## src/rtl/lane_unpacker.sv

```systemverilog
// Lane unpacker: captures one packet of NUM_UNITS packed lanes and emits them one lane per handshake.
// Optional output parity (out_par) is enabled by defining LANE_UNPACKER_PARITY_EN.
module lane_unpacker #(
  parameter  int NUM_UNITS  = 4,
  parameter  int DATA_WIDTH = 8,
  localparam int LW         = (NUM_UNITS > 1) ? $clog2(NUM_UNITS) : 1
) (
  input  logic                            clk,
  input  logic                            rst,
  input  logic                            in_valid,
  output logic                            in_ready,
  input  logic [NUM_UNITS*DATA_WIDTH-1:0] result_in,
  input  logic [NUM_UNITS*DATA_WIDTH-1:0] operand_in,
  input  logic                            mode_in,
  output logic                            out_valid,
  input  logic                            out_ready,
  output logic [DATA_WIDTH-1:0]           out_data,
  output logic [LW-1:0]                   out_lane,
  output logic                            out_last,
  output logic                            out_raw
`ifdef LANE_UNPACKER_PARITY_EN
  ,
  output logic                            out_par
`endif
);

  typedef enum logic {
    IDLE = 1'b0,
    SEND = 1'b1
  } state_e;

  localparam bit             RAW_OK   = (NUM_UNITS > 3);
  localparam logic [LW-1:0]  LAST_IDX = LW'(NUM_UNITS - 1);

  state_e                          state_q, state_d;
  logic [LW-1:0]                   cnt_q, cnt_d;
  logic [NUM_UNITS*DATA_WIDTH-1:0] result_q, result_d;
  logic [NUM_UNITS*DATA_WIDTH-1:0] operand_q, operand_d;
  logic                            mode_q, mode_d;

  logic [DATA_WIDTH-1:0]           lane_res_s;
  logic [DATA_WIDTH-1:0]           lane_op_s;
  logic                            is_last_s;
  logic                            raw_s;

  // State, lane counter and captured packet registers.
  always_ff @(posedge clk or posedge rst) begin
    if (rst) begin
      state_q   <= IDLE;
      cnt_q     <= '0;
      result_q  <= '0;
      operand_q <= '0;
      mode_q    <= 1'b0;
    end else begin
      state_q   <= state_d;
      cnt_q     <= cnt_d;
      result_q  <= result_d;
      operand_q <= operand_d;
      mode_q    <= mode_d;
    end
  end

  // Current lane selection from the captured packet.
  always_comb begin
    lane_res_s = '0;
    lane_op_s  = '0;
    for (int i = 0; i < NUM_UNITS; i++) begin
      if (cnt_q == LW'(i)) begin
        lane_res_s = result_q[i*DATA_WIDTH +: DATA_WIDTH];
        lane_op_s  = operand_q[i*DATA_WIDTH +: DATA_WIDTH];
      end else begin
        lane_res_s = lane_res_s;
        lane_op_s  = lane_op_s;
      end
    end
    is_last_s = (cnt_q == LAST_IDX);
    raw_s     = RAW_OK && mode_q && is_last_s;
  end

  // Next-state logic; in_ready is masked while rst is held so the reset view is all zero.
  always_comb begin
    state_d   = state_q;
    cnt_d     = cnt_q;
    result_d  = result_q;
    operand_d = operand_q;
    mode_d    = mode_q;
    in_ready  = 1'b0;
    out_valid = 1'b0;
    case (state_q)
      IDLE: begin
        in_ready = ~rst;
        if (in_valid && !rst) begin
          result_d  = result_in;
          operand_d = operand_in;
          mode_d    = mode_in;
          cnt_d     = '0;
          state_d   = SEND;
        end else begin
          state_d   = IDLE;
        end
      end
      SEND: begin
        out_valid = 1'b1;
        if (out_ready) begin
          if (is_last_s) begin
            cnt_d   = '0;
            state_d = IDLE;
          end else begin
            cnt_d   = cnt_q + LW'(1);
          end
        end else begin
          cnt_d = cnt_q;
        end
      end
      default: begin
        state_d = IDLE;
        cnt_d   = '0;
      end
    endcase
  end

  // Lane transform: even lanes subtract, odd lanes add, optional raw top lane.
  always_comb begin
    out_lane = '0;
    out_last = 1'b0;
    out_raw  = 1'b0;
    out_data = '0;
    if (state_q == SEND) begin
      out_lane = cnt_q;
      out_last = is_last_s;
      out_raw  = raw_s;
      if (raw_s) begin
        out_data = lane_res_s;
      end else if (cnt_q[0]) begin
        out_data = lane_res_s + lane_op_s;
      end else begin
        out_data = lane_res_s - lane_op_s;
      end
    end else begin
      out_data = '0;
    end
  end

`ifdef LANE_UNPACKER_PARITY_EN
  function automatic logic parity_of(input logic [DATA_WIDTH-1:0] d);
    return ^d;
  endfunction

  assign out_par = out_valid & parity_of(out_data);
`endif

endmodule

```

## config.mk

```make
export PLATFORM = sky130hd
export DESIGN_NAME = lane_unpacker
export DESIGN_NICKNAME = d
export VERILOG_FILES = /design/src/rtl/lane_unpacker.sv
export SDC_FILE = /design/constraint.sdc
export NUM_CORES = 1
export LEC_CHECK = 0
export CORE_MARGIN = 1.5
export CORE_UTILIZATION = 50
export CTS_CLUSTER_DIAMETER = 150
export DETAILED_ROUTE_END_ITERATION = 7
export GPL_TIMING_DRIVEN = 0
export PLACE_DENSITY = 0.83
export SLEW_MARGIN = 15
export SYNTH_ARGS = -nofsm -noshare
export SYNTH_HDL_FRONTEND = slang
export SYNTH_SLANG_ARGS = --single-unit
```

## constraint.sdc

```tcl
create_clock -name clk -period 5.4 [get_ports clk]
set_input_delay 1.08 -clock clk [delete_from_list [all_inputs] [get_ports clk]]
set_output_delay 1.08 -clock clk [all_outputs]
set_load 0.005 [all_outputs]
```

# == Word-level counts from Yosys, hierarchy flattened ==
# Index checks and enable logic that the tools add are counted.
# word_totals
elab_cells,45
ff_bits,68
in_bits,69
output_inout_bits,14
# classes
muxes,24
add_sub_neg,3
reduce_logical,6
bitwise,2
n_eq_ne,5
# op_table
cell,n
$mux W8,11
$add A8 B8 Y8,1
$mux W2,4
$sub A8 B8 Y8,1
$mux W1,7
$eq A2 B2 Y1 const B,2
$ne A2 B2 Y1 const B,2
$pmux W2 S2,1
$reduce_and A2 Y1,2
$add A2 B1 Y2 const B,1
$eq A2 B1 Y1 const B,1
$logic_and A1 B1 Y1,2
$logic_not A2 Y1,1
$not A1 Y1,2
$pmux W1 S2,1
$logic_not A1 Y1,1

# == Depth between registers and ports, before layout ==
# depth
depth_word,9
mapped_depth,19

# == Least setup slack after synthesis ==
# OpenSTA, ideal clock, no wires.
# synth_path
path_type,register to output
startpoint,register cnt_q[0]
endpoint,output out_data[6]
arrival_time_ps,3482
path_stages_with_launch,18
t_required_ps,4320
path_slack_ps,838
cell_sequence,dfrtp_1 clkbuf_1 inv_1 ha_1 or2_2 buf_2 o21ai_0 ha_1 nand2_1 o21ai_0 fa_1 a21o_1 a21oi_1 o21bai_1 a21oi_1 xor2_1 o21ai_0 and2_1
# synth_via
elab_chain_len,9
# synth_rtl
element,line_no,source
"start, declared",36,"logic [LW-1:0] cnt_q, cnt_d;"
"start signal, assigned",56,cnt_q <= cnt_d;
$logic_not A2 Y1,68,if (cnt_q == LW'(i)) begin
$mux W8 (4 in series),68,
$sub A8 B8 Y8 or $add A8 B8 Y8 (tied branches),"137, 135",
$mux W8,134,end else if (cnt_q[0]) begin
$mux W8 *,132,if (raw_s) begin
$mux W8 *,128,if (state_q == SEND) begin
"end, declared",17,"output logic [DATA_WIDTH-1:0] out_data,"
# Every way passes the cells marked *; elsewhere a longest branch is shown, timed or not.

# == Worst setup path after layout ==
# Ends and elaborated chain as after synthesis.

==> qor.csv <==
stage,metric,value,unit
floorplan,rows,31,
logic_synthesis,synth.top_cell.area_share,0.447,
cells_and_area,finalNetCount,535,
setup_path,max_stage_delay,0.43,ns
job,cap_violations,0,
logic_synthesis,async_flop_share,1.00,
cells_and_area,finalNonFillerCells,557,
placed_design,gp_congestion,0.793,
grt,grt_overflow,0,
placed_design,io_buffers,82,
cells_and_area,stdcell_area,5100,sq um
setup_path,cp-end-kind,output pin,
min_path,hold_class,reg2reg,
routing,wire_per_inst,17.1,microns
cells_and_area,syn2layout_area_growth,33.8,%
timing,relSlewSlack,0.575,
clock_tree,cts_tree,done,
clock_tree,cts.clk_slew.worst_paths,0.07,ns
grt,grt_max_degree,55,
logic_synthesis,synth_cell_types,49,
logic_synthesis,ys.flop_type,dfrtp_1,
logic_synthesis,syn_area_per_cell,10.7,sq um
clock_tree,clock_latency,0.34,ns
floorplan,fp.dieH,90.3,microns
timing,clock_skew,0.00337,ns
grt,grt_pass1_vias,3084,
routing,route.detailed.drc,0,
clock_tree,htree_levels,3,
routing,routed_via_density,5.59,
grt,grt.total_usage,0.231,
setup_path,critPathKind,reg2out,
logic_synthesis,synth_edf_count,0,
pwr,p_leak,0.00210,uW
status,status,"complete, no violations",
routing,vias,3113,
cells_and_area,layout.cells.most_common_list,"clkdlybuf4s50_1 (81), dfrtp_1 (67), mux2_2 (64)",
clock_tree,cts-hold-fix-buffers,0,
clock_tree,clock-sinks,68,
logic_synthesis,synthesis.area,3810,sq um
grt,grt_antenna_before_repair,0,
logic_synthesis,syn_inst,356,
min_path,hp-start,operand_q[12]$_DFFE_PP0P_,
timing,max_freq,0.190,GHz
logic_synthesis,synth_nets,438,
floorplan,initial_utilization,0.520,
grt,grt_pass1_wl,14800,microns
routing,wirelength,9520,microns
pwr,finalPower,3960,uW
setup_path,cp_slowest_cell,clkdlybuf4s50_1,
clock_tree,cts_made_buffers,9,
routing,ant_nets,0,
logic_synthesis,ys_seq_area_frac,0.447,
timing,tightest_slew,0.638,ns
floorplan,die-area,8150,sq um
timing,report.final.slew_viol_count,0,
clock_tree,cts-root-buf,clkbuf_8,
cells_and_area,antenna-diode-count,0,
cells_and_area,final_common_cell,clkdlybuf4s50_1,
logic_synthesis,yosys_warnings,0,
timing,setup_viol,0,
floorplan,num_io_pins,83,
timing,fin_crit,5.27,ns
setup_path,cp_max_fo,10,
cells_and_area,fill_cells,523,
cells_and_area,drive_gt1_frac,0.269,
placed_design,placed_cell_area,4780,sq um
routing,first_pass_iters,5,
floorplan,core_area,7330,sq um
routing,drt_iter0_drc,222,
logic_synthesis,ys_ff_latch,68,
placed_design,hpwl,6790,microns
placed_design,dp_cells,538,
setup_path,crit_chain,buf_6 > clkinvlp_4 > ha_4 > or2_4 > nand3b_1 > nand2_1 > ha_1 > nand2_1 > o21ai_1 > fa_2 > a21o_1 > a21oi_2 > o21bai_1 > a21oi_2 > xor2_1 > o21ai_1 > and2_1 > clkdlybuf4s50_1,
pwr,power_density,777,nW/um^2
timing,hold_viol,0,
floorplan,die_x,90.3,microns
timing,min_period_over_period,0.975,
logic_synthesis,synth_largest_area_cell,dfrtp_1,
setup_path,critPathLaunchType,flip-flop,
logic_synthesis,synth_area_leaders,"dfrtp_1 (45%), mux2_2 (19%), ha_1 (3.9%)",
clock_tree,cts_max_path_buffers,2,
setup_path,cp_data_required_time,4.32,ns
setup_path,reg2reg_from,state_q$_DFF_PP0_,
pwr,ir_drop,0.000330,V
setup_path,worstSetupStartpoint,cnt_q[0]$_DFFE_PP0P_,
setup_path,arrival,4.19,ns
## what timing repair did
action                                  CTS  global route
gates cloned                              0             0
gates resized for setup                  11            29
pin swaps                                 2             2
endpoints found under the setup margin    5             5
buffers inserted                          0             5
## path summary, 6_finish.rpt
kind	to	slack [ns]	cells after the start
worst max-delay path	out_data[6]	0.13	18
worst min-delay path	operand_q[12]$_DFFE_PP0P_	0.51	1
worst max register to register	result_q[8]$_DFFE_PP0P_	3.11	6
worst min register to register	operand_q[12]$_DFFE_PP0P_	0.51	1
max in group asynchronous	cnt_q[1]$_DFFE_PP0P_	3.84	3
min in group asynchronous	result_q[25]$_DFFE_PP0P_	1.03	2
## power breakdown
part,internal [uW],switching (uW),leakage (uW)
Sequential,769,180,0.000809
Clock,225,187,0.000100
Combinational,1360,1230,0.00119
## worst max-delay path, delay by kind of cell, from the launching register on
family / cells / cell delay, ns
xor+xnor: 1 / 0.17
fa+ha+maj: 3 / 0.90
buf+inv: 3 / 0.72
compound gates: 6 / 0.80
simple gates: 5 / 0.86
flops: 1 / 0.39
## cells in the mapped netlist (2+ instances only)
| cell | count |
|---|---|
| xor2_1 | 4 |
| a21boi_0 | 3 |
| nand3_1 | 3 |
| o22ai_1 | 3 |
| xnor2_1 | 7 |
| a31oi_1 | 2 |
| nor2_1 | 18 |
| nand2_1 | 39 |
| buf_1 | 2 |
| or2_2 | 2 |
| mux2_2 | 64 |
| nor2b_1 | 6 |
| a22oi_1 | 7 |
| or3_1 | 2 |
| clkbuf_1 | 11 |
| a211oi_1 | 4 |
| and2_1 | 9 |
| inv_1 | 8 |
| nor3b_2 | 3 |
| a21oi_1 | 16 |
| nand3b_1 | 4 |
| o21ai_0 | 27 |
| a21o_1 | 2 |
| buf_2 | 7 |
| ha_1 | 12 |
| dfrtp_1 | 68 |
## cell type report
class / instances / area [sq um] / area share
multi-input cells: 258 / 2050 / 0.401
clock buffers: 12 / 145 / 0.0285
repair buffers: 88 / 885 / 0.174
inverters: 8 / 36.3 / 0.00712
plain buffers: 20 / 109 / 0.0214
flip-flops and latches: 68 / 1700 / 0.334
clock inverters: 4 / 48.8 / 0.00958
well taps: 99 / 124 / 0.0243
## registers in the layout, indices dropped and copies added (netlist names)
signal,cells
cnt_q,2
mode_q,1
result_q,32
operand_q,32
state_q,1
## metrics by stage
step	setup TNS [ns]	setup slack, ns	hold slack, ns	util
floorplan	0	0.838	0.473	-
global placement	-0.200	-0.102	0.485	0.649
detailed placement	-0.465	-0.230	0.496	0.653
CTS	0	0.0333	0.511	0.682
global route	-0.218	-0.107	0.529	0.695
finish	0	0.135	0.510	0.695
## cells by family after synthesis
family                     count (synthesis)  synth area share
xor gates and xnor gates                  11            0.0253
adders and majority gates                 13            0.0447
DFF                                       68             0.447
AOI/OAI and AO/OA                         77             0.134
buffers and inverters                     30            0.0348
and+or+nand+nor                           93             0.125
muxes                                     64             0.189
## routing by layer
metal,routed length (microns),track usage,vias to the layer above,share of wire
met2,4930,0.387,109,0.52
met4,155,0.0701,0,0.016
met3,538,0.0421,19,0.057
met1,3900,0.306,1528,0.41
li1,-,-,1457,-
met5,0,0,-,0
No activity file was read; power rests on OpenSTA's default activity.
==> variant: new RTL, same flow settings <==
The option `LANE_UNPACKER_PARITY_EN` is turned on by a define.
--- a/src/rtl/lane_unpacker.sv
+++ b/src/rtl/lane_unpacker.sv
@@ -1,4 +1,6 @@
 // Lane unpacker: captures one packet of NUM_UNITS packed lanes and emits them one lane per handshake.
 // Optional output parity (out_par) is enabled by defining LANE_UNPACKER_PARITY_EN.
+`define LANE_UNPACKER_PARITY_EN
+
 module lane_unpacker #(
   parameter  int NUM_UNITS  = 4,
Behaviour (old outputs only; new: out_par): unchanged (Yosys induction, for registers that start in step).
==> variant against the original RTL <==
Synthesized area is 3.1% lower. Sequential cell count stayed put. Synthesized cell count is 7.9% lower. Worst setup slack worse by 0.12 ns. Wire length is 9.6% higher. Hold slack better by 0.0041 ns. Final area is 5.3% higher. Critical path type unchanged. Critical endpoint is now out_par.
Power is not shown: default switching activity piles up to over one toggle a cycle in this logic, so the estimate is an artifact.
==> variant: results (changes against the original RTL) <==
Outcome
  – Status: completed

Synthesis
  – Count of distinct cell types in the synthesized netlist: 47 (-4.1%)
  – Synth warn: 0 (unchanged)
  – Dominant cells by area after synthesis: dfrtp_1, mux2_2, ha_1
  – Sequential share of the synthesized area: 46.1% (+1.4 points)
  – Number of nets in the synthesized netlist: 410 (-6.4%)
  – Synth top cells by count: dfrtp_1, mux2_2, nand2_1
  – Proportion of register bits with asynchronous set or reset after synthesis: 100% (unchanged)
  – Mean area per synthesized cell: 11.3 µm² (+5.2%)
  – Synth Flop Type: dfrtp_1

Layout
  – Layout overhead on the synthesized area: 45.2%
  – Fraction of final layout cells sized beyond drive strength 1: 34.8% (+8.0 points)
  – Antenna cells: 0 (unchanged)
  – Registers with the most flip-flops: operand_q x32, result_q x32, cnt_q x2
  – Net count, final: 525 (-1.9%)

Placed design
  – Final weighted congestion in routability-driven placement: 0.831 (+4.8%)
  – Setup Slack @ Placement: -0.894 ns (-0.663 ns)
  – Post-placement cell area: 4670 µm² (-2.4%)
  – Post-detail-place hpwl: 6720 µm (-0.89%)
  – Quantity of I/O buffers inserted on ports: 83 (+1.2%)
  – Total instance count after detailed placement: 511 (-5.0%)

CTS
  – Clock latency of the later-clocked register in the worst-skew pair: 0.35 ns
  – Number of buffers between clock root and the deepest sink: 2 (unchanged)
  – Number of clock buffers inserted by TritonCTS: 9 (unchanged)
  – Number of H-tree levels: 3 (unchanged)
  – Clock tree root buffer cell: clkbuf_8

Critical path
  – Worst Reg2Reg Path Length in Cells: 6 (unchanged)
  – Slowest cell on the critical path: ha_1
  – Internal reg-to-reg setup slack: 2.83 ns (-0.28 ns)
  – Top Family by Delay on Critical Path: compound AO/OA/AOI/OAI gates
  – Startpoint of the most critical register-to-register path: state_q
  – Reg2Reg Capture Point: result_q[12]
  – Data arrival at the endpoint of the critical path: 4.30 ns (+0.11 ns)
  – Critical Path Fanout Max: 5 (-5)

Global route
  – Antenna violations before repair: 0 (unchanged)
  – Total routing usage reported by global routing: 25.6% (+2.4 points)
  – Met3 demand-to-capacity share in global routing: 5.91% (+1.7 points)
  – Largest net degree at the start of global routing: 39 (-29%)
  – Grt met2 use: 41.0% (+2.3 points)
  – Met1 track demand over resource in global routing: 32.6% (+2.0 points)
  – First-pass GRT wire length: 14800 µm (-0.47%)
  – Number of global-route vias before repair: 3137 (+1.7%)

Detailed routing
  – Count of routing violations after the opening detailed-route iteration: 187 (-16%)
  – Routed wire length: 10400 µm (+9.6%)
  – Routed vias: 3132 (+0.61%)
  – Vias per std cell: 5.73 (+2.4%)
  – Iteration count of the initial detailed-routing pass: 4 (-1)

Hold path
  – Worst hold endpoint: result_q[23]
  – Worst Hold Depth: 1 (unchanged)
  – HP Start: result_q[23]
  – HP Class: reg -> reg

STA
  – Hold slack final: 0.514 ns (+0.00408 ns)
  – Clock skew after layout: 0.00413 ns (+0.000756 ns)
  – Worst Tran Pin Value: 0.627 ns (-0.0110 ns)
-- variant: cell count changes after synthesis, sizes merged, moves of 4 or more --
cell,change
nor3b,-4
and2,-8
nor2b,-6
nand2,-13
o21ai,-11
a211oi,-4
a21oi,+4
buf,-4
a221oi,+4
-- variant: final cells by class --
cell class,instances,area [µm²]
Clock inverter,5,108
Sequential cell,68,1700
Clock buffer,11,151
Tap cell,99,124
Inverter,6,38.8
Timing Repair Buffer,107,1020
Fill cell,461,1850
Multi-Input combinational cell,234,2130
Buffer,17,91.3
-- variant: how the worst max path moves through the flow --
| stage | from | endpoint | slack [ns] | depth (start not counted) |
|---|---|---|---|---|
| floorplan | cnt_q[0] | out_par | 0.17 | 19 |
| global placement | cnt_q[0] | out_par | -0.81 | 19 |
| detailed placement | cnt_q[0] | out_par | -0.89 | 19 |
| CTS | cnt_q[0] | out_par | -0.06 | 20 |
| global route | cnt_q[0] | out_par | -0.15 | 19 |
| finish | cnt_q[0] | out_par | 0.02 | 19 |
-- variant: logic make-up after synthesis --
logic type | synth area share (%)
flops | 46.1
buf+inv | 3.08
xor+xnor | 4.30
fa+ha+maj | 4.61
compound gates | 13.7
mux | 20.1
simple gates | 8.16
-- variant: repair_timing --
action / 4_1_cts / 5_1_grt
gates cloned: 1 / 0
setup endpoints to repair: 8 / 4
buffers inserted: 11 / 11
pin swaps: 19 / 27
resized for setup: 36 / 44
-- variant: layer usage --
layer / up-vias / wire length (µm)
li1: 1422 / -
met1: 1572 / 4280
met2: 112 / 5400
met3: 26 / 438
met4: 0 / 315
met5: - / 0
